===== config.mk =====
export PLATFORM = sky130hd
export DESIGN_NAME = conv_pixel_loader
export DESIGN_NICKNAME = d
export VERILOG_FILES = /design/src/rtl/conv_pixel_loader.sv
export SDC_FILE = /design/constraint.sdc
export NUM_CORES = 2
export LEC_CHECK = 0
export ABC_AREA = 1
export CAP_MARGIN = 15
export CELL_PAD_IN_SITES_DETAIL_PLACEMENT = 1
export CELL_PAD_IN_SITES_GLOBAL_PLACEMENT = 2
export CORE_AREA = 2 2 316 318
export CTS_CLUSTER_DIAMETER = 30
export DETAILED_ROUTE_END_ITERATION = 12
export DIE_AREA = 0 0 318 320
export GPL_TIMING_DRIVEN = 1
export HOLD_SLACK_MARGIN = 0.08
export PLACE_DENSITY = 0.8
export REMOVE_ABC_BUFFERS = 1
export SLEW_MARGIN = 20
export SYNTH_ARGS = -nofsm -noshare
export SYNTH_HDL_FRONTEND = slang
export SYNTH_SLANG_ARGS = --single-unit

===== constraint.sdc =====
create_clock -name clk_clk -period 2.03 [get_ports clk_clk]
set_input_delay 0.3045 -clock clk_clk [delete_from_list [all_inputs] [get_ports clk_clk]]
set_output_delay 0.3045 -clock clk_clk [all_outputs]
set_load 0.02 [all_outputs]

===== src/rtl/conv_pixel_loader.sv =====
// Pixel loader for a 3x3 convolution: captures PIO-driven pixels and forms sliding windows.
// Optional macro CONV_LOADER_WINCNT_EN adds a saturating per-frame window counter (win_cnt).
module conv_pixel_loader #(
  parameter int IMG_WIDTH  = 64,
  parameter int IMG_HEIGHT = 64,
  parameter int PIX_W      = 8
) (
  input  logic                          clk_clk,
  input  logic                          reset_reset_n,
  input  logic [PIX_W-1:0]              data_in,
  input  logic                          write_en,
  input  logic                          start_bit,
  input  logic                          reset_cnt,
  output logic [9*PIX_W-1:0]            window,
  output logic                          win_valid,
  output logic                          busy,
  output logic                          frame_done,
`ifdef CONV_LOADER_WINCNT_EN
  output logic [15:0]                   win_cnt,
`endif
  output logic [$clog2(IMG_HEIGHT)-1:0] row_cnt,
  output logic [$clog2(IMG_WIDTH)-1:0]  col_cnt
);

  localparam int CW = $clog2(IMG_WIDTH);
  localparam int RW = $clog2(IMG_HEIGHT);

  typedef enum logic [1:0] {IDLE, LOAD, DONE} state_t;

  state_t           r_state, w_next;
  logic             r_we_q, r_st_q;
  logic             w_we_rise, w_st_rise;
  logic             w_start, w_accept, w_last;
  logic [CW-1:0]    r_col;
  logic [RW-1:0]    r_row;
  logic             r_win_valid;
  logic [PIX_W-1:0] r_lb_bot [IMG_WIDTH];
  logic [PIX_W-1:0] r_lb_top [IMG_WIDTH];
  logic [PIX_W-1:0] r_win    [9];
  logic [PIX_W-1:0] w_mid_out, w_top_out;

  assign w_we_rise = write_en & ~r_we_q;
  assign w_st_rise = start_bit & ~r_st_q;
  assign w_last    = (r_row == RW'(IMG_HEIGHT-1)) && (r_col == CW'(IMG_WIDTH-1));
  assign w_mid_out = r_lb_bot[IMG_WIDTH-1];
  assign w_top_out = r_lb_top[IMG_WIDTH-1];

  always_ff @(posedge clk_clk or negedge reset_reset_n) begin
    if (!reset_reset_n) begin
      r_we_q  <= 1'b0;
      r_st_q  <= 1'b0;
      r_state <= IDLE;
    end else begin
      r_we_q  <= write_en;
      r_st_q  <= start_bit;
      r_state <= w_next;
    end
  end

  // Priority: reset_cnt, then start, then pixel write; start wins over a same-cycle write.
  always_comb begin
    w_next   = r_state;
    w_start  = 1'b0;
    w_accept = 1'b0;
    if (reset_cnt) begin
      w_next = IDLE;
    end else begin
      case (r_state)
        IDLE, DONE: begin
          if (w_st_rise) begin
            w_next  = LOAD;
            w_start = 1'b1;
          end
        end
        LOAD: begin
          if (w_we_rise) begin
            w_accept = 1'b1;
            if (w_last) w_next = DONE;
          end
        end
        default: w_next = IDLE;
      endcase
    end
  end

  always_ff @(posedge clk_clk or negedge reset_reset_n) begin
    if (!reset_reset_n) begin
      r_col       <= '0;
      r_row       <= '0;
      r_win_valid <= 1'b0;
    end else begin
      r_win_valid <= 1'b0;
      if (reset_cnt || w_start) begin
        r_col <= '0;
        r_row <= '0;
      end else if (w_accept) begin
        r_win_valid <= (r_row >= RW'(2)) && (r_col >= CW'(2));
        if (r_col == CW'(IMG_WIDTH-1)) begin
          r_col <= '0;
          r_row <= (r_row == RW'(IMG_HEIGHT-1)) ? '0 : r_row + 1'b1;
        end else begin
          r_col <= r_col + 1'b1;
        end
      end
    end
  end

  // Line buffers and window advance together; window rows take {top, mid, new}.
  always_ff @(posedge clk_clk or negedge reset_reset_n) begin
    if (!reset_reset_n) begin
      for (int i = 0; i < IMG_WIDTH; i++) begin
        r_lb_bot[i] <= '0;
        r_lb_top[i] <= '0;
      end
      for (int k = 0; k < 9; k++) r_win[k] <= '0;
    end else if (w_accept) begin
      r_lb_bot[0] <= data_in;
      r_lb_top[0] <= w_mid_out;
      for (int i = 1; i < IMG_WIDTH; i++) begin
        r_lb_bot[i] <= r_lb_bot[i-1];
        r_lb_top[i] <= r_lb_top[i-1];
      end
      for (int r = 0; r < 3; r++) begin
        r_win[r*3+0] <= r_win[r*3+1];
        r_win[r*3+1] <= r_win[r*3+2];
      end
      r_win[2] <= w_top_out;
      r_win[5] <= w_mid_out;
      r_win[8] <= data_in;
    end
  end

`ifdef CONV_LOADER_WINCNT_EN
  logic [15:0] r_win_cnt;

  always_ff @(posedge clk_clk or negedge reset_reset_n) begin
    if (!reset_reset_n) begin
      r_win_cnt <= '0;
    end else if (reset_cnt || w_start) begin
      r_win_cnt <= '0;
    end else if (r_win_valid && (r_win_cnt != 16'hFFFF)) begin
      r_win_cnt <= r_win_cnt + 16'd1;
    end
  end

  assign win_cnt = r_win_cnt;
`endif

  always_comb begin
    window = '0;
    for (int k = 0; k < 9; k++) window[(9-k)*PIX_W-1 -: PIX_W] = r_win[k];
  end

  assign win_valid  = r_win_valid;
  assign busy       = (r_state == LOAD);
  assign frame_done = (r_state == DONE);
  assign row_cnt    = r_row;
  assign col_cnt    = r_col;

endmodule


==> run summary <==
The initialized floorplan defines 115 standard-cell rows. The floorplan step defined a die boundary enclosing 101800 µm². The run finished with clean final reports. The area growth from synthesis to layout was 27.11%; the count of TritonRoute iterations in the first routing pass was 6. Walking the worst path, the cells encountered are nor2_2 > dlygate4sd2_1. The highest cell delay on the worst timing path is 0.41 ns. The top cell types in the final layout, fill and taps aside, are sky130_fd_sc_hd__nand2_1 (3017), sky130_fd_sc_hd__dfrtp_1 (1064), sky130_fd_sc_hd__clkbuf_16 (240), sky130_fd_sc_hd__buf_4 (106), sky130_fd_sc_hd__dlygate4sd2_1 (86).

On the final layout, the worst clock skew is 0.02685 ns. Input and output buffers added on the ports amount to 99. The wire length of the first global-routing pass was 153.5 mm. Across all hold checks on the routed design, the worst slack comes to 0.2241 ns. The static leakage was 0.02935 µW. The tools report the number of antenna violations at the first check in global routing as 1. Setup repair after global routing left no endpoint under its margin.

The worst path in the final design needs a cycle of 1.955 ns, including I/O delays and setup. The number of clock buffers added by TritonCTS is 237. The leading cell type in the layout, fill and taps excluded is sky130_fd_sc_hd__nand2_1.

The congestion estimate from routability-driven global placement came to 0.7093. Summing all non-filler instances in the final layout gives an area of 52290 µm². After detailed routing, the number of remaining DRC violations is 0. The tree is rooted in a sky130_fd_sc_hd__clkbuf_16. During synthesis, Yosys emitted a total of 0 warnings. The starting utilization of the core area is 0.4198, and the number of max-cap violations is 0. From bottom edge to top edge, the die measures 320 µm. The total routing usage reported by global routing was 0.1767. The number of hold-slack violations in the final timing report came out at 0. The layout cell share with drive strength beyond 1 came out at 0.1208. The wire-length estimate of the detail-placed layout is 48.35 mm. In this run the power density over the cells is 1242 nW/µm². The worst setup path is launched from a flop. In this run, distinct cell masters in the synthesized netlist total 23. The share of the synthesized netlist area taken by xor and xnor gates works out to 0.0008516. In this run the count of I/O pins placed on the die edge is 100.

The startpoint identified for the worst register-to-register timing path is col_cnt[1]$_DFFE_PN0P_. By area, the combinational part of the netlist is dominated by simple AND/OR/NAND/NOR gates. TritonCTS built the clock tree. The run gives 0 as the max-slew violation count. The compound-cell area share of the yosys netlist is 0.01122.

Post-synthesis cell count: 4557. The maximum ir drop on the vdd rail is 0.7445 mV, and the sequential element share of the synthesized area is 0.6478. The tools report the count of vias placed by the detailed router as 29180. For the area of the multi-input gates, the log shows 12060 µm². The arrival time at the worst endpoint is 1.65 ns.

For this block, the initial DRC count from the detailed router was 1786. The simple-gate area share of the yosys netlist is 0.2798. Based on the critical path, the design can be clocked at up to 511.4 MHz. The mux contribution to synthesized area works out to 0. The H-tree generated during clock tree synthesis spans 4 levels.

After synthesis the cells add up to 41140 µm². After filler insertion, the fill cell instance count of the layout stands at 10900. Clock tree synthesis found a total of 1065 sinks. The maximum number of pins on one net before global-route repair came out at 94.

The portion of the clock cycle consumed by the worst path in the final layout is 0.9633, and the number of global-route vias before repair is 31900. For this run, the post-layout net count is 4826. Clock-pin slew was measured on the worst setup and hold paths at 0.04 ns. The critical-path maximum fanout was 4; the setup fix buffers added after clock tree synthesis was 0. Aggregate global routing overflow: 0. Measured along the x axis, the die boundary spans 318 µm.

The maximum buffer depth of the clock tree was 3; the synthesis-stage register bit count was 1065. The clock network latency to the later pin of the worst-skew pair was 0.78 ns. In this run the critical register-to-register path is captured at row_cnt[5]$_DFFE_PN0P_. Sum of routed wire length over all layers: 85.48 mm. Across all register-to-register paths, the minimum setup slack is 0.30 ns. The worst register-to-register path has a depth of 9. The post-place instance area was 43870 µm². STA classifies the critical path endpoint as an output pin. The measured slew at the worst slew-check pin is 0.6296 ns. The detail route stage leaves a number of antenna-violating nets equal to 0. The number of setup violations in the final report came out at 0. The run gives 97990 µm² as the total core area. At the worst endpoint, the required time is 1.73 ns. Grouping stages by cell kind, the critical path spends the most delay in flip-flops.

The number of buffers and inverters on the critical path was 1; the mean number of vias per cell was 4.630. In the final layout, flip-flops and latches occupy 26650 µm². A synthesized cell averages 9.027 µm². On the critical path, the stage with the largest delay is an instance of sky130_fd_sc_hd__dfrtp_1. The repair_antennas step left the layout with diodes totalling 0.

Start-to-end type of the worst setup path: flop to output pin. The routed length per instance was 13.56 µm. The kind of path behind the tightest hold check was primary input to asynchronous set/reset pin. Max-slew headroom at the worst pin: 0.5789.

The fraction of the mapped netlist area in adder cells came out at 0.001217.
-- cell families after synthesis --
family | count (synthesis)
and+or+nand+nor | 3056
AOI/OAI and AO/OA | 91
buffers and inverters | 337
DFF | 1065
xor gates and xnor gates | 4
adders and majority gates | 4
-- metrics by stage --
| step | utilization | total power (µW) | TNS [ns] | worst slack, ns | std cells |
|---|---|---|---|---|---|
| after floorplan | - | 24430 | - | -17.12 | 4276 |
| after global placement | 0.4477 | 26140 | -0.09809 | -0.009813 | 5845 |
| after detailed placement | 0.4477 | 26200 | -7.197 | -0.07179 | 5845 |
| after CTS | 0.5337 | 65990 | 0 | 0.01675 | 6303 |
| after global routing | 0.5337 | 67520 | 0 | 0.003675 | 6303 |
| final | 0.5337 | 64970 | 0 | 0.07451 | 6303 |
-- worst reg2reg max path: cells and delay by family (launching register included) --
| kind | cells | cell delay, ns |
|---|---|---|
| buffers and inverters | 2 | 0.29 |
| DFF | 1 | 0.41 |
| and+or+nand+nor | 6 | 0.69 |
| adders and majority gates | 1 | 0.23 |
-- report_power, final --
part | internal [µW] | switching (µW) | total [µW] | leakage (µW)
logic | 1000 | 1840 | 2840 | 0.0105
registers | 22200 | 526 | 22700 | 0.0147
clock network | 27300 | 12100 | 39400 | 0.00414
-- registers in the layout, summed over array words and instances, names as in the netlist, 2 cells and up --
register and cells:
window 72, w_top_out 8, row_cnt 6, r_state 2
col_cnt 6, w_mid_out 8, r_lb_top 480, r_lb_bot 480
-- per-layer routing --
metal,up-vias,track usage,part of all wire
met5,-,0,0
li1,14280,-,-
met2,357,0.2885,0.47
met4,0,0.06349,0.023
met1,14370,0.2340,0.47
met3,170,0.03635,0.037
-- layout make-up --
| class | instances | area share |
|---|---|---|
| timing repair buffer | 294 | 0.06389 |
| clock inverter | 133 | 0.03280 |
| multi-input combinational | 3155 | 0.2307 |
| inverter | 56 | 0.004020 |
| tap | 1287 | 0.03079 |
| sequential | 1065 | 0.5097 |
| clock buffer | 313 | 0.1281 |
-- how the worst max path moves through the flow --
stage / cells past startpoint / start / slack, ns / endpoint
2_1_floorplan: 5 / r_state[0]$_DFFE_PN0P_ / -17.12 / col_cnt[5]$_DFFE_PN0P_
3_5_place_dp: 9 / write_en / -0.07 / window[10]$_DFFE_PN0P_
4_1_cts: 2 / r_state[1]$_DFFE_PN0P_ / 0.02 / busy
5_1_grt: 1 / row_cnt[1]$_DFFE_PN0P_ / 0.004 / row_cnt[1]
3_3_place_gp: 10 / write_en / -0.01 / r_lb_bot[351]$_DFFE_PN0P_
6_report: 2 / r_state[1]$_DFFE_PN0P_ / 0.07 / busy
-- cells in the mapped netlist --
cell | instances | area, µm²
sky130_fd_sc_hd__nor3_1 | 2 | 10.01
sky130_fd_sc_hd__buf_2 | 99 | 495.5
sky130_fd_sc_hd__nand2_1 | 3018 | 11330
sky130_fd_sc_hd__inv_2 | 1 | 3.750
sky130_fd_sc_hd__o21bai_1 | 1 | 7.510
sky130_fd_sc_hd__ha_1 | 4 | 50.05
sky130_fd_sc_hd__nand3_1 | 14 | 70.07
sky130_fd_sc_hd__o21ai_1 | 1 | 5.000
sky130_fd_sc_hd__nor4_1 | 1 | 6.260
sky130_fd_sc_hd__nor2_1 | 17 | 63.81
sky130_fd_sc_hd__xor2_1 | 4 | 35.03
sky130_fd_sc_hd__nor2_2 | 2 | 12.51
sky130_fd_sc_hd__buf_6 | 103 | 1160
sky130_fd_sc_hd__buf_8 | 2 | 30.03
sky130_fd_sc_hd__inv_1 | 55 | 206.5
sky130_fd_sc_hd__nand4_1 | 1 | 6.260
sky130_fd_sc_hd__clkbuf_1 | 11 | 41.29
sky130_fd_sc_hd__buf_4 | 66 | 495.5
sky130_fd_sc_hd__o21ai_0 | 84 | 420.4
sky130_fd_sc_hd__dfrtp_1 | 1065 | 26650
sky130_fd_sc_hd__nor2_4 | 1 | 11.26
sky130_fd_sc_hd__o22ai_1 | 3 | 18.77
sky130_fd_sc_hd__a21oi_1 | 2 | 10.01
-- repair_timing --
item | CTS | global route
resized for setup | 89 | 1
hold endpoints to repair | 1075 | 0
hold buffers | 12 | 0
pin swaps | 0 | 0
setup endpoints to repair | 87 | 1
Note: power is estimated with default switching activity, not from simulation.
